## src/rtl/usb_tx_arbiter_if.sv

```systemverilog
// Byte-wide AXI-stream link between the transmit arbiter and the packet encoder.
// The master drives data/valid/last; the consumer drives ready.
interface axi_stream_iface;
  logic       tvalid;
  logic       tready;
  logic [7:0] tdata;
  logic       tlast;

  modport master (output tvalid, output tdata, output tlast, input tready);
  modport slave  (input tvalid, input tdata, input tlast, output tready);
endinterface

```

## src/rtl/usb_tx_arbiter.sv

```systemverilog
// Packet-level arbiter for the USB transmit stream: source 0 (handshakes) has strict
// priority, the remaining sources share round-robin, with an enforced inter-packet gap.
module usb_tx_arbiter #(
  parameter int N_SRC      = 4,
  parameter int GAP_CYCLES = 2,
  parameter int MAX_LEN    = 1027
) (
  input  logic               clk,
  input  logic               rst_n,
  input  logic [N_SRC-1:0]   src_tvalid,
  input  logic [8*N_SRC-1:0] src_tdata,
  input  logic [N_SRC-1:0]   src_tlast,
  output logic [N_SRC-1:0]   src_tready,
  axi_stream_iface.master    tx,
  output logic [N_SRC-1:0]   grant,
  output logic               busy,
  output logic               err_len
);

  localparam int IW = $clog2(N_SRC);
  localparam int CW = $clog2(MAX_LEN + 1);

  typedef enum logic [1:0] {S_IDLE, S_PKT, S_DRAIN, S_GAP} state_t;

  state_t           state, state_nxt, after_pkt;
  logic [N_SRC-1:0] grant_q, grant_nxt;
  logic [IW-1:0]    gidx, gidx_nxt;
  logic [IW-1:0]    rr_ptr, rr_nxt;
  logic [CW-1:0]    beat_cnt, beat_nxt;
  logic [3:0]       gap_cnt, gap_nxt;
  logic             err_nxt;
  logic             forced_last;
  logic [7:0]       gdata;

  logic [IW-1:0]    pick;
  logic             pick_ok;
  logic [IW:0]      cand;

  // Source 0 wins outright; otherwise scan rr_ptr..N_SRC-1 then 1..rr_ptr-1.
  always_comb begin
    pick    = '0;
    pick_ok = 1'b0;
    cand    = '0;
    if (src_tvalid[0]) begin
      pick_ok = 1'b1;
    end else begin
      for (int off = 0; off < N_SRC - 1; off++) begin
        cand = {1'b0, rr_ptr} + (IW+1)'(off);
        if (cand >= (IW+1)'(N_SRC))
          cand = cand - (IW+1)'(N_SRC - 1);
        if (!pick_ok && src_tvalid[cand[IW-1:0]]) begin
          pick_ok = 1'b1;
          pick    = cand[IW-1:0];
        end
      end
    end
  end

  assign gdata       = src_tdata[{gidx, 3'b000} +: 8];
  assign forced_last = (beat_cnt == CW'(MAX_LEN - 1));
  assign after_pkt   = (GAP_CYCLES == 0) ? S_IDLE : S_GAP;

  always_comb begin
    state_nxt  = state;
    grant_nxt  = grant_q;
    gidx_nxt   = gidx;
    rr_nxt     = rr_ptr;
    beat_nxt   = beat_cnt;
    gap_nxt    = gap_cnt;
    err_nxt    = 1'b0;
    tx.tvalid  = 1'b0;
    tx.tdata   = 8'h00;
    tx.tlast   = 1'b0;
    src_tready = '0;

    case (state)
      S_IDLE: begin
        if (pick_ok) begin
          state_nxt = S_PKT;
          gidx_nxt  = pick;
          grant_nxt = N_SRC'(1) << pick;
          beat_nxt  = '0;
          if (pick != '0)
            rr_nxt = (pick == IW'(N_SRC - 1)) ? IW'(1) : pick + 1'b1;
        end
      end

      S_PKT: begin
        tx.tvalid        = src_tvalid[gidx];
        tx.tdata         = src_tvalid[gidx] ? gdata : 8'h00;
        tx.tlast         = src_tlast[gidx] | forced_last;
        src_tready[gidx] = tx.tready;
        if (tx.tvalid && tx.tready) begin
          beat_nxt = beat_cnt + 1'b1;
          if (src_tlast[gidx]) begin
            state_nxt = after_pkt;
            grant_nxt = '0;
            gap_nxt   = 4'(GAP_CYCLES);
          end else if (forced_last) begin
            state_nxt = S_DRAIN;
            err_nxt   = 1'b1;
          end
        end
      end

      // Runaway packet: swallow the rest of it so the source can finish cleanly.
      S_DRAIN: begin
        src_tready[gidx] = 1'b1;
        if (src_tvalid[gidx] && src_tlast[gidx]) begin
          state_nxt = after_pkt;
          grant_nxt = '0;
          gap_nxt   = 4'(GAP_CYCLES);
        end
      end

      S_GAP: begin
        gap_nxt = gap_cnt - 1'b1;
        if (gap_cnt <= 4'd1)
          state_nxt = S_IDLE;
      end

      default: state_nxt = S_IDLE;
    endcase
  end

  always_ff @(posedge clk or negedge rst_n) begin
    if (!rst_n) begin
      state    <= S_IDLE;
      grant_q  <= '0;
      gidx     <= '0;
      rr_ptr   <= IW'(1);
      beat_cnt <= '0;
      gap_cnt  <= '0;
      err_len  <= 1'b0;
    end else begin
      state    <= state_nxt;
      grant_q  <= grant_nxt;
      gidx     <= gidx_nxt;
      rr_ptr   <= rr_nxt;
      beat_cnt <= beat_nxt;
      gap_cnt  <= gap_nxt;
      err_len  <= err_nxt;
    end
  end

  assign grant = grant_q;
  assign busy  = (state != S_IDLE);

endmodule

```

## src/flat_wrapper.sv

```systemverilog
// flat-port wrapper written by rule: the top's interface ports become plain ports
module usb_tx_arbiter_flat 
#(
  parameter int N_SRC      = 4,
  parameter int GAP_CYCLES = 2,
  parameter int MAX_LEN    = 1027
)
  (clk, rst_n, src_tvalid, src_tdata, src_tlast, src_tready, grant, busy, err_len, tx_tvalid, tx_tdata, tx_tlast, tx_tready);
  axi_stream_iface tx_i ();
  input  logic clk;
  input  logic rst_n;
  input  logic [N_SRC-1:0] src_tvalid;
  input  logic [8*N_SRC-1:0] src_tdata;
  input  logic [N_SRC-1:0] src_tlast;
  output logic [N_SRC-1:0] src_tready;
  output logic [N_SRC-1:0] grant;
  output logic busy;
  output logic err_len;
  output wire logic [$bits(tx_i.tvalid)-1:0] tx_tvalid;
  output wire logic [$bits(tx_i.tdata)-1:0] tx_tdata;
  output wire logic [$bits(tx_i.tlast)-1:0] tx_tlast;
  input wire logic [$bits(tx_i.tready)-1:0] tx_tready;
  assign tx_tvalid = tx_i.tvalid;
  assign tx_tdata = tx_i.tdata;
  assign tx_tlast = tx_i.tlast;
  assign tx_i.tready = tx_tready;
  usb_tx_arbiter #(.N_SRC(N_SRC), .GAP_CYCLES(GAP_CYCLES), .MAX_LEN(MAX_LEN)) u_core (.clk(clk), .rst_n(rst_n), .src_tvalid(src_tvalid), .src_tdata(src_tdata), .src_tlast(src_tlast), .src_tready(src_tready), .tx(tx_i), .grant(grant), .busy(busy), .err_len(err_len));
endmodule
```

## config.mk

```make
export PLATFORM = sky130hd
export DESIGN_NAME = usb_tx_arbiter_flat
export DESIGN_NICKNAME = d
export VERILOG_FILES = /design/src/rtl/usb_tx_arbiter_if.sv /design/src/rtl/usb_tx_arbiter.sv /design/src/flat_wrapper.sv
export SDC_FILE = /design/constraint.sdc
export NUM_CORES = 1
export LEC_CHECK = 0
export CELL_PAD_IN_SITES_DETAIL_PLACEMENT = 0
export CELL_PAD_IN_SITES_GLOBAL_PLACEMENT = 2
export CORE_MARGIN = 4
export CORE_UTILIZATION = 31
export CTS_CLUSTER_DIAMETER = 50
export DETAILED_ROUTE_END_ITERATION = 6
export GPL_TIMING_DRIVEN = 0
export HOLD_SLACK_MARGIN = 0.15
export PLACE_DENSITY_LB_ADDON = 0.1
export SETUP_SLACK_MARGIN = 0.2
export SYNTH_ARGS = -nofsm -noshare
export SYNTH_HDL_FRONTEND = slang
export SYNTH_SLANG_ARGS = --single-unit
```

## constraint.sdc

```tcl
create_clock -name clk -period 6 [get_ports clk]
set_input_delay 1.8 -clock clk [delete_from_list [all_inputs] [get_ports clk]]
set_output_delay 1.8 -clock clk [all_outputs]
set_load 0.01 [all_outputs]
```

==> results.toml, run 1 <==
[setup_path]
slowest_stage = "mux4_2"
path_common_cell = "clkdlybuf4s50_1"
worstReg2RegStart = "u_core.rr_ptr[0]"
cp_cell_sequence = "clkdlybuf4s50_1 > mux4_2 > clkbuf_2 > and3_1 > clkdlybuf4s50_1"
worstPathArrival_ns = 3.86
crit_start = "src_tvalid[2]"
cp.required_ns = 4.20
timing.setup.critical_path_class = "input port to output port"
crit_path_end_kind = "output port"
cp_slowest_stage_delay_ns = 0.59
reg2reg_slack_ns = 2.91
r2r-end = "u_core.rr_ptr[1]"
start_kind = "input port"
worstRegToRegCells = 9
cp_max_fo = 10

[timing]
worst_slew_pin_slew_ns = 0.630
finalCritPeriodShare = 0.943
drv_slew = 0
period_needed_ns = 5.66
rsz0062_at_grt = "no"
setup_viol = 0
setup_tns_ns = 0
relSlewSlack = 0.580
skew_ns = 0.00124
setup_ws_ns = 0.343
fmaxAchievable_mhz = 177
final_hold_viol_count = 0

[clocking]
cts_buffers = 3
cts_tree = "yes"
clock_insertion_delay_worst_skew_ns = 0.28
holdBufCountCts = 0
cts_buffer_depth = 2
path_clk_slew_ns = 0.10
ctsRootBufferMaster = "clkbuf_8"
clock_tree.htree_level_count = 1
cts_sinks = 26

[synth]
synth-async-reset-ratio = 1.00
synth_top_cells_by_area = "dfrtp_1 (29%), mux4_2 (14%), ha_1 (7.0%), inv_1 (3.5%), nor2_1 (3.0%)"
synth_area_um2 = 2150
yosysSeqAreaShare = 0.303
syn-num-nets = 268
avgSynthCellArea_um2 = 10.1
synth_cell_types = 55
synth_flop_cell = "dfrtp_1"
yosysWarnings = 0
synth-edff-count = 0
synth_cells = 213
synth_area_leader_cell = "dfrtp_1"
yosysTopAreaCellShare = 0.291
synth.top_cells.by_count = "dfrtp_1 (25), inv_1 (20), nor2_1 (17)"
synth_seq_cells = 26
synth.most_common_cell = "dfrtp_1"

[drt]
wire_per_inst_um = 16.6
antenna_left = 0
drc = 0
drt_iter0_drc = 96
vias_per_cell = 5.18
firstDrtPassIters = 4
wirelength_um = 5980
vias = 1859

[placement]
dp_hpwl_um = 4730
routabilityCongestion = 0.767
io_buffers = 62
dp_cells = 355
place_ws_ns = 0.270

[pwr]
vdd.ir_drop.worst_mv = 0.176
leakagePower_nw = 1.24
totalPowerFinal_mw = 1.20
power.density_nw_per_um2 = 410

[job]
maxCapViolations = 0

[floorplanning]
core_um2 = 6760
die_y_um = 91.3
die_area_um2 = 8330
rows = 30
die_w_um = 91.3
initial_utilization = 0.318
io_pins = 63

[global_route]
grt_pass1_wl_um = 9780
grt_overflow = 0
grt_pass1_vias = 1887
grt_max_degree = 27
grtUsageTotal = 0.145
grt_antenna_before_repair = 0

[finish]
final_nets = 335
fin_cells = 359
antenna_cells = 0
layout-drive-gt1-share = 0.125
n_fill_cell = 647
area_delta_synth_final_pct = 36.7

[hold_path]
hp-class = "register to register"
min_to = "u_core.grant[1]"
holdCritStartpoint = "u_core.grant[1]"
hold_depth = 1

[outcome]
status = "finished, final reports clean"
## sequential cells by signal, summed over array words and instances (netlist names)
| signal | flops |
|---|---|
| u_core.beat_cnt | 11 |
| u_core.gidx | 2 |
| u_core.state | 2 |
| u_core.rr_ptr | 2 |
| u_core.grant | 4 |
| u_core.err_len | 1 |
| u_core.gap_cnt | 4 |
## repair_timing
item                                    in CTS  in global routing
gates resized for setup                      0                  2
hold endpoints to repair                     0                  0
endpoints found under the setup margin       0                  7
setup buffers                                0                  0
## logic make-up after synthesis
kind of cell,Yosys count,synth area share
compound gates,48,0.200
fa+ha+maj,12,0.0698
flops,26,0.303
simple gates,72,0.173
mux,22,0.180
buf+inv,29,0.0565
xor+xnor,4,0.0163
## how the worst max path moves through the flow
stage / to / cells after the start / slack [ns]
6_report: tx_tdata[7] / 5 / 0.34
5_1_grt: tx_tdata[0] / 5 / 0.27
3_3_place_gp: tx_tdata[7] / 5 / 0.26
3_5_place_dp: tx_tdata[7] / 5 / 0.27
4_1_cts: tx_tdata[7] / 5 / 0.27
2_1_floorplan: tx_tdata[0] / 3 / 1.52
## worst max-delay path, delay by kind of cell
kind / cells / cell delay [ns]
mux: 1 / 0.59
buf+inv: 3 / 1.28
simple gates: 1 / 0.19
## report_power, final
part | internal, mW | switching, mW | leakage, nW
clock network | 0.0895 | 0.0660 | 0.0357
logic | 0.361 | 0.420 | 0.863
registers | 0.223 | 0.0443 | 0.343
total | 0.673 | 0.530 | 1.24
## area by class of cell
class / instances / area, µm² / area share
clock inverter: 1 / 30.0 / 0.0102
inverter: 20 / 75.1 / 0.0256
multi-input combinational: 158 / 1380 / 0.468
clock buffer: 3 / 41.3 / 0.0141
buffer: 9 / 47.5 / 0.0162
tap: 80 / 100 / 0.0341
sequential: 26 / 652 / 0.222
timing repair buffer: 62 / 616 / 0.210
## layout by cell type (no fill, tap or decap), drive strengths merged, types with 5 or more instances in the layout
| cell | n |
|---|---|
| o21a | 5 |
| o2111ai | 5 |
| nor2 | 17 |
| nand2 | 14 |
| buf | 5 |
| ha | 12 |
| o21ai | 7 |
| mux4 | 13 |
| clkbuf | 8 |
| dfrtp | 25 |
| clkdlybuf4s50 | 61 |
| inv | 20 |
| o31ai | 6 |
| and3 | 10 |
| mux2i | 5 |
| nor3 | 7 |
## routing by layer
layer	up-vias	GRT usage	routed length [µm]	share of wire
li1	928	-	-	-
met1	903	0.198	2860	0.48
met4	0	0.0226	45	0.0075
met2	24	0.245	2940	0.49
met5	-	0	0	0
met3	4	0.0224	134	0.022
## stage by stage
stage	utilization	hold WS, ns	cell area [µm²]
floorplan	-	0.472	2150
global placement	0.425	0.478	2870
detailed placement	0.425	0.481	2870
CTS	0.435	0.511	2940
global route	0.435	0.540	2940
finish	0.435	0.504	2940
Power figures use the tool's default switching activity.
==> run 2: changes to the inputs <==
--- a/config.mk
+++ b/config.mk
@@ -5,9 +5,9 @@
 export SDC_FILE = /design/constraint.sdc
 export NUM_CORES = 1
 export LEC_CHECK = 0
+export CAP_MARGIN = 40
 export CELL_PAD_IN_SITES_DETAIL_PLACEMENT = 0
 export CELL_PAD_IN_SITES_GLOBAL_PLACEMENT = 2
-export CORE_MARGIN = 4
 export CORE_UTILIZATION = 31
 export CTS_CLUSTER_DIAMETER = 50
 export DETAILED_ROUTE_END_ITERATION = 6
==> results.toml, run 2 (synthesis results as in run 1) <==
[finish]
top_register = "u_core.beat_cnt"
final_nets = 336
fin_area_um2 = 2950
layout-drive-gt1-share = 0.125
most-common-layout-cells = "clkdlybuf4s50_1 (62), dfrtp_1 (25), inv_1 (20), nor2_1 (17), nand2_1 (14)"
area_delta_synth_final_pct = 37.4
antenna_cells = 0
layout_commonest_cell = "clkdlybuf4s50_1"
largest_reg_flops = 11

[drt]
drc = 0
wirelength_um = 5750
drt_iter0_drc = 97
antenna_left = 0
vias_per_cell = 5.34
vias = 1905
firstDrtPassIters = 4
wire_per_inst_um = 16.1

[setup_path]
worstSetupPathDepth = 5
start_kind = "input port"
crit_path_end_kind = "output port"
slowest_stage = "mux4_2"
cp_top_family = "buffers and inverters"
cp_cell_sequence = "clkdlybuf4s50_1 > mux4_2 > clkbuf_2 > and3_1 > clkdlybuf4s50_1"
crit_buf_inv = 3
cp_slowest_stage_delay_ns = 0.59
path_common_cell = "clkdlybuf4s50_1"
cp.required_ns = 4.20
worstPathArrival_ns = 3.83
timing.setup.critical_path_class = "input port to output port"
worstRegToRegCells = 9
cp_max_fo = 10

[placement]
placed_cell_area_um2 = 2880
dp_hpwl_um = 4460
io_buffers = 62
routabilityCongestion = 0.806
place_ws_ns = 0.302

[global_route]
grtUsageTotal = 0.164
grt_pass1_wl_um = 9290
grt_antenna_before_repair = 0
grt_pass1_vias = 1845
grt_overflow = 0
grt_max_degree = 18

[timing]
final_hold_viol_count = 0
finalCritPeriodShare = 0.938
worst_slew_pin_slew_ns = 0.690
relSlewSlack = 0.540
fmaxAchievable_mhz = 178
hold_slack_ns = 0.500
setup_ws_ns = 0.373
setup_tns_ns = 0
skew_ns = 0.00549
period_needed_ns = 5.63
setup_viol = 0
rsz0062_at_grt = "no"
drv_slew = 0

[clocking]
path_clk_slew_ns = 0.10
cts_tree = "yes"
clock_insertion_delay_worst_skew_ns = 0.28
cts_buffer_depth = 2
cts_buffers = 3
ctsRootBufferMaster = "clkbuf_8"
post_cts_buffers = 0
clock_tree.htree_level_count = 1
cts_sinks = 26

[outcome]
status = "finished, final reports clean"

[hold_path]
hold_depth = 1
hp-class = "register to register"

[floorplanning]
die_area_um2 = 7270
die_w_um = 85.3
initial_utilization = 0.329
die_y_um = 85.3
core_um2 = 6530
io_pins = 63
rows = 29

[pwr]
leakagePower_nw = 1.25
power.density_nw_per_um2 = 404
vdd.ir_drop.worst_mv = 0.228
totalPowerFinal_mw = 1.19

[job]
maxCapViolations = 0
## run 2: layout make-up
class                   instances  area, µm²
plain buffers                   9       47.5
clock buffers                   3       41.3
clock inverters                 1       30.0
fillers                       649       3580
inverters                      20       75.1
multi-input cells             158       1380
flip-flops and latches         26        652
well taps                      77       96.3
repair buffers                 63        636
## run 2: stage by stage
stage / instances / utilization
final: 357 / 0.452
after global routing: 357 / 0.452
after CTS: 357 / 0.452
after detailed placement: 353 / 0.441
after global placement: 352 / 0.439
after floorplan: 213 / -
## run 2: power breakdown
part / switching, mW / leakage (nW) / internal [mW]
sequential: 0.0461 / 0.343 / 0.223
clock: 0.0607 / 0.0357 / 0.0894
combinational: 0.413 / 0.870 / 0.361
## run 2: routing by layer
layer | track usage | wire length, µm | vias up
met4 | 0.0288 | 49 | 0
met3 | 0.0302 | 245 | 4
met5 | 0 | 0 | -
met1 | 0.225 | 2780 | 925
li1 | - | - | 927
met2 | 0.276 | 2670 | 49
## run 2: repair_timing
action	in CTS	in global routing
setup endpoints to repair	0	1
resized for setup	0	2
hold buffers	0	0
endpoints found under the hold margin	0	0
## run 2: path summary, 6_finish.rpt
path	start	end	slack, ns
min	u_core.grant[1]	u_core.grant[1]	0.50
max reg2reg	u_core.rr_ptr[0]	u_core.rr_ptr[1]	2.96
min reg2reg	u_core.grant[1]	u_core.grant[1]	0.50
max	src_tvalid[2]	tx_tdata[0]	0.37
max in group asynchronous	rst_n	u_core.rr_ptr[0]	3.57
min in group asynchronous	rst_n	u_core.beat_cnt[5]	1.86
==> run 3: changes to the inputs <==
--- a/config.mk
+++ b/config.mk
@@ -8,6 +8,7 @@
 export CAP_MARGIN = 40
 export CELL_PAD_IN_SITES_DETAIL_PLACEMENT = 0
 export CELL_PAD_IN_SITES_GLOBAL_PLACEMENT = 2
+export CORE_ASPECT_RATIO = 1.75
 export CORE_UTILIZATION = 31
 export CTS_CLUSTER_DIAMETER = 50
 export DETAILED_ROUTE_END_ITERATION = 6
==> constraint.sdc (replaced) <==
create_clock -name clk -period 6.95 [get_ports clk]
set_input_delay 2.085 -clock clk [delete_from_list [all_inputs] [get_ports clk]]
set_output_delay 2.085 -clock clk [all_outputs]
set_load 0.01 [all_outputs]
==> results.toml, run 3 (synthesis results as in run 1) <==
[pwr]
totalPowerFinal_mw = 1.08
power.density_nw_per_um2 = 358
vdd.ir_drop.worst_mv = 0.167
leakagePower_nw = 1.27

[floorplanning]
die_y_um = 112
die_w_um = 64.9
initial_utilization = 0.324
io_pins = 63
die_area_um2 = 7280
rows = 39
core_um2 = 6640

[placement]
routabilityCongestion = 0.733
dp_hpwl_um = 4850
placed_cell_area_um2 = 2900
io_buffers = 62

[job]
maxCapViolations = 0

[clocking]
post_cts_buffers = 0
ctsRootBufferMaster = "clkbuf_16"
cts_buffers = 3
clock_tree.htree_level_count = 1
clock_insertion_delay_worst_skew_ns = 0.27
cts_resized = 0
holdBufCountCts = 0
cts_sinks = 26
cts_tree = "yes"
path_clk_slew_ns = 0.07
cts_buffer_depth = 2

[setup_path]
cp_cell_sequence = "clkdlybuf4s50_1 > mux4_2 > clkbuf_1 > and3_1 > clkdlybuf4s50_1"
crit_path_end_kind = "output port"
path_common_cell = "clkdlybuf4s50_1"
worstPathArrival_ns = 4.25
cp_max_fo = 10
timing.setup.critical_path_class = "input port to output port"
start_kind = "input port"
crit_buf_inv = 3
slowest_stage = "clkdlybuf4s50_1"
cp.required_ns = 4.87
cp_top_family = "buffers and inverters"
cp_slowest_stage_delay_ns = 0.64

[drt]
firstDrtPassIters = 4
drt_iter0_drc = 59
antenna_left = 0
wirelength_um = 5870
vias = 1893
wire_per_inst_um = 16.2
vias_per_cell = 5.23
drc = 0

[global_route]
use_met2 = 0.340
grtUsageTotal = 0.172
met1_usage = 0.177
grt_overflow = 0
use_met3 = 0.0234
grt_pass1_vias = 2087
grt_antenna_before_repair = 0
top_usage_layer = "met2"
grt_max_degree = 16
grt_pass1_wl_um = 9740

[timing]
skew_ns = 0.00342
worst_slew_pin_slew_ns = 0.714
setup_tns_ns = 0
hold_slack_ns = 0.491
setup_viol = 0
fmaxAchievable_mhz = 158
finalCritPeriodShare = 0.911
rsz0062_at_grt = "no"
final_hold_viol_count = 0
period_needed_ns = 6.33
drv_slew = 0
relSlewSlack = 0.522

[hold_path]
hp-class = "register to register"

[finish]
largest_reg_flops = 11
final_nets = 336
area_delta_synth_final_pct = 39.8
layout_commonest_cell = "clkdlybuf4s50_1"
most-common-layout-cells = "clkdlybuf4s50_1 (62), dfrtp_1 (25), inv_1 (20), nor2_1 (17), nand2_1 (14)"
fin_area_um2 = 3010
top_register = "u_core.beat_cnt"
layout-drive-gt1-share = 0.121
antenna_cells = 0

[outcome]
status = "finished, final reports clean"
-- run 3: cell count changes in the layout (fill, tap and decap cells not counted) --
cell | before | now
buf_16 | 0 | 1
clkbuf_1 | 4 | 5
buf_8 | 1 | 0
clkbuf_2 | 1 | 0
clkbuf_8 | 3 | 0
clkbuf_16 | 0 | 3
-- run 3: power breakdown --
part | internal, mW | switching [mW] | total, mW
logic | 0.312 | 0.358 | 0.670
clock network | 0.115 | 0.0573 | 0.172
registers | 0.193 | 0.0400 | 0.233
-- run 3: through the flow --
| step | std cells | util | setup slack, ns |
|---|---|---|---|
| after floorplan | 213 | - | 1.90 |
| after global placement | 357 | 0.433 | 0.601 |
| after detailed placement | 358 | 0.437 | 0.596 |
| after CTS | 362 | 0.453 | 0.586 |
| after global routing | 362 | 0.453 | 0.524 |
| final | 362 | 0.453 | 0.619 |
-- run 3: worst paths after layout --
| path | slack [ns] | start | cells after the start | to |
|---|---|---|---|---|
| min | 0.49 | u_core.grant[1] | 1 | u_core.grant[1] |
| min in group asynchronous | 2.24 | rst_n | 1 | u_core.gap_cnt[1] |
| min reg2reg | 0.49 | u_core.grant[1] | 1 | u_core.grant[1] |
| max reg2reg | 3.92 | u_core.rr_ptr[0] | 9 | u_core.rr_ptr[1] |
| max in group asynchronous | 4.19 | rst_n | 2 | u_core.beat_cnt[3] |
| max | 0.62 | src_tvalid[2] | 5 | tx_tdata[2] |
-- run 3: layout make-up --
cell class,count,area [µm²]
Clock buffer,3,75.1
Multi-Input combinational cell,158,1380
Inverter,20,75.1
Timing Repair Buffer,63,648
Clock inverter,1,30.0
Sequential cell,26,652
Tap cell,82,103
Buffer,9,46.3
Fill cell,670,3630
-- run 3: per-layer routing --
layer	vias to the layer above	share of wire
met2	48	0.57
met5	-	0
met3	7	0.036
met4	0	0.014
met1	909	0.38
li1	929	-
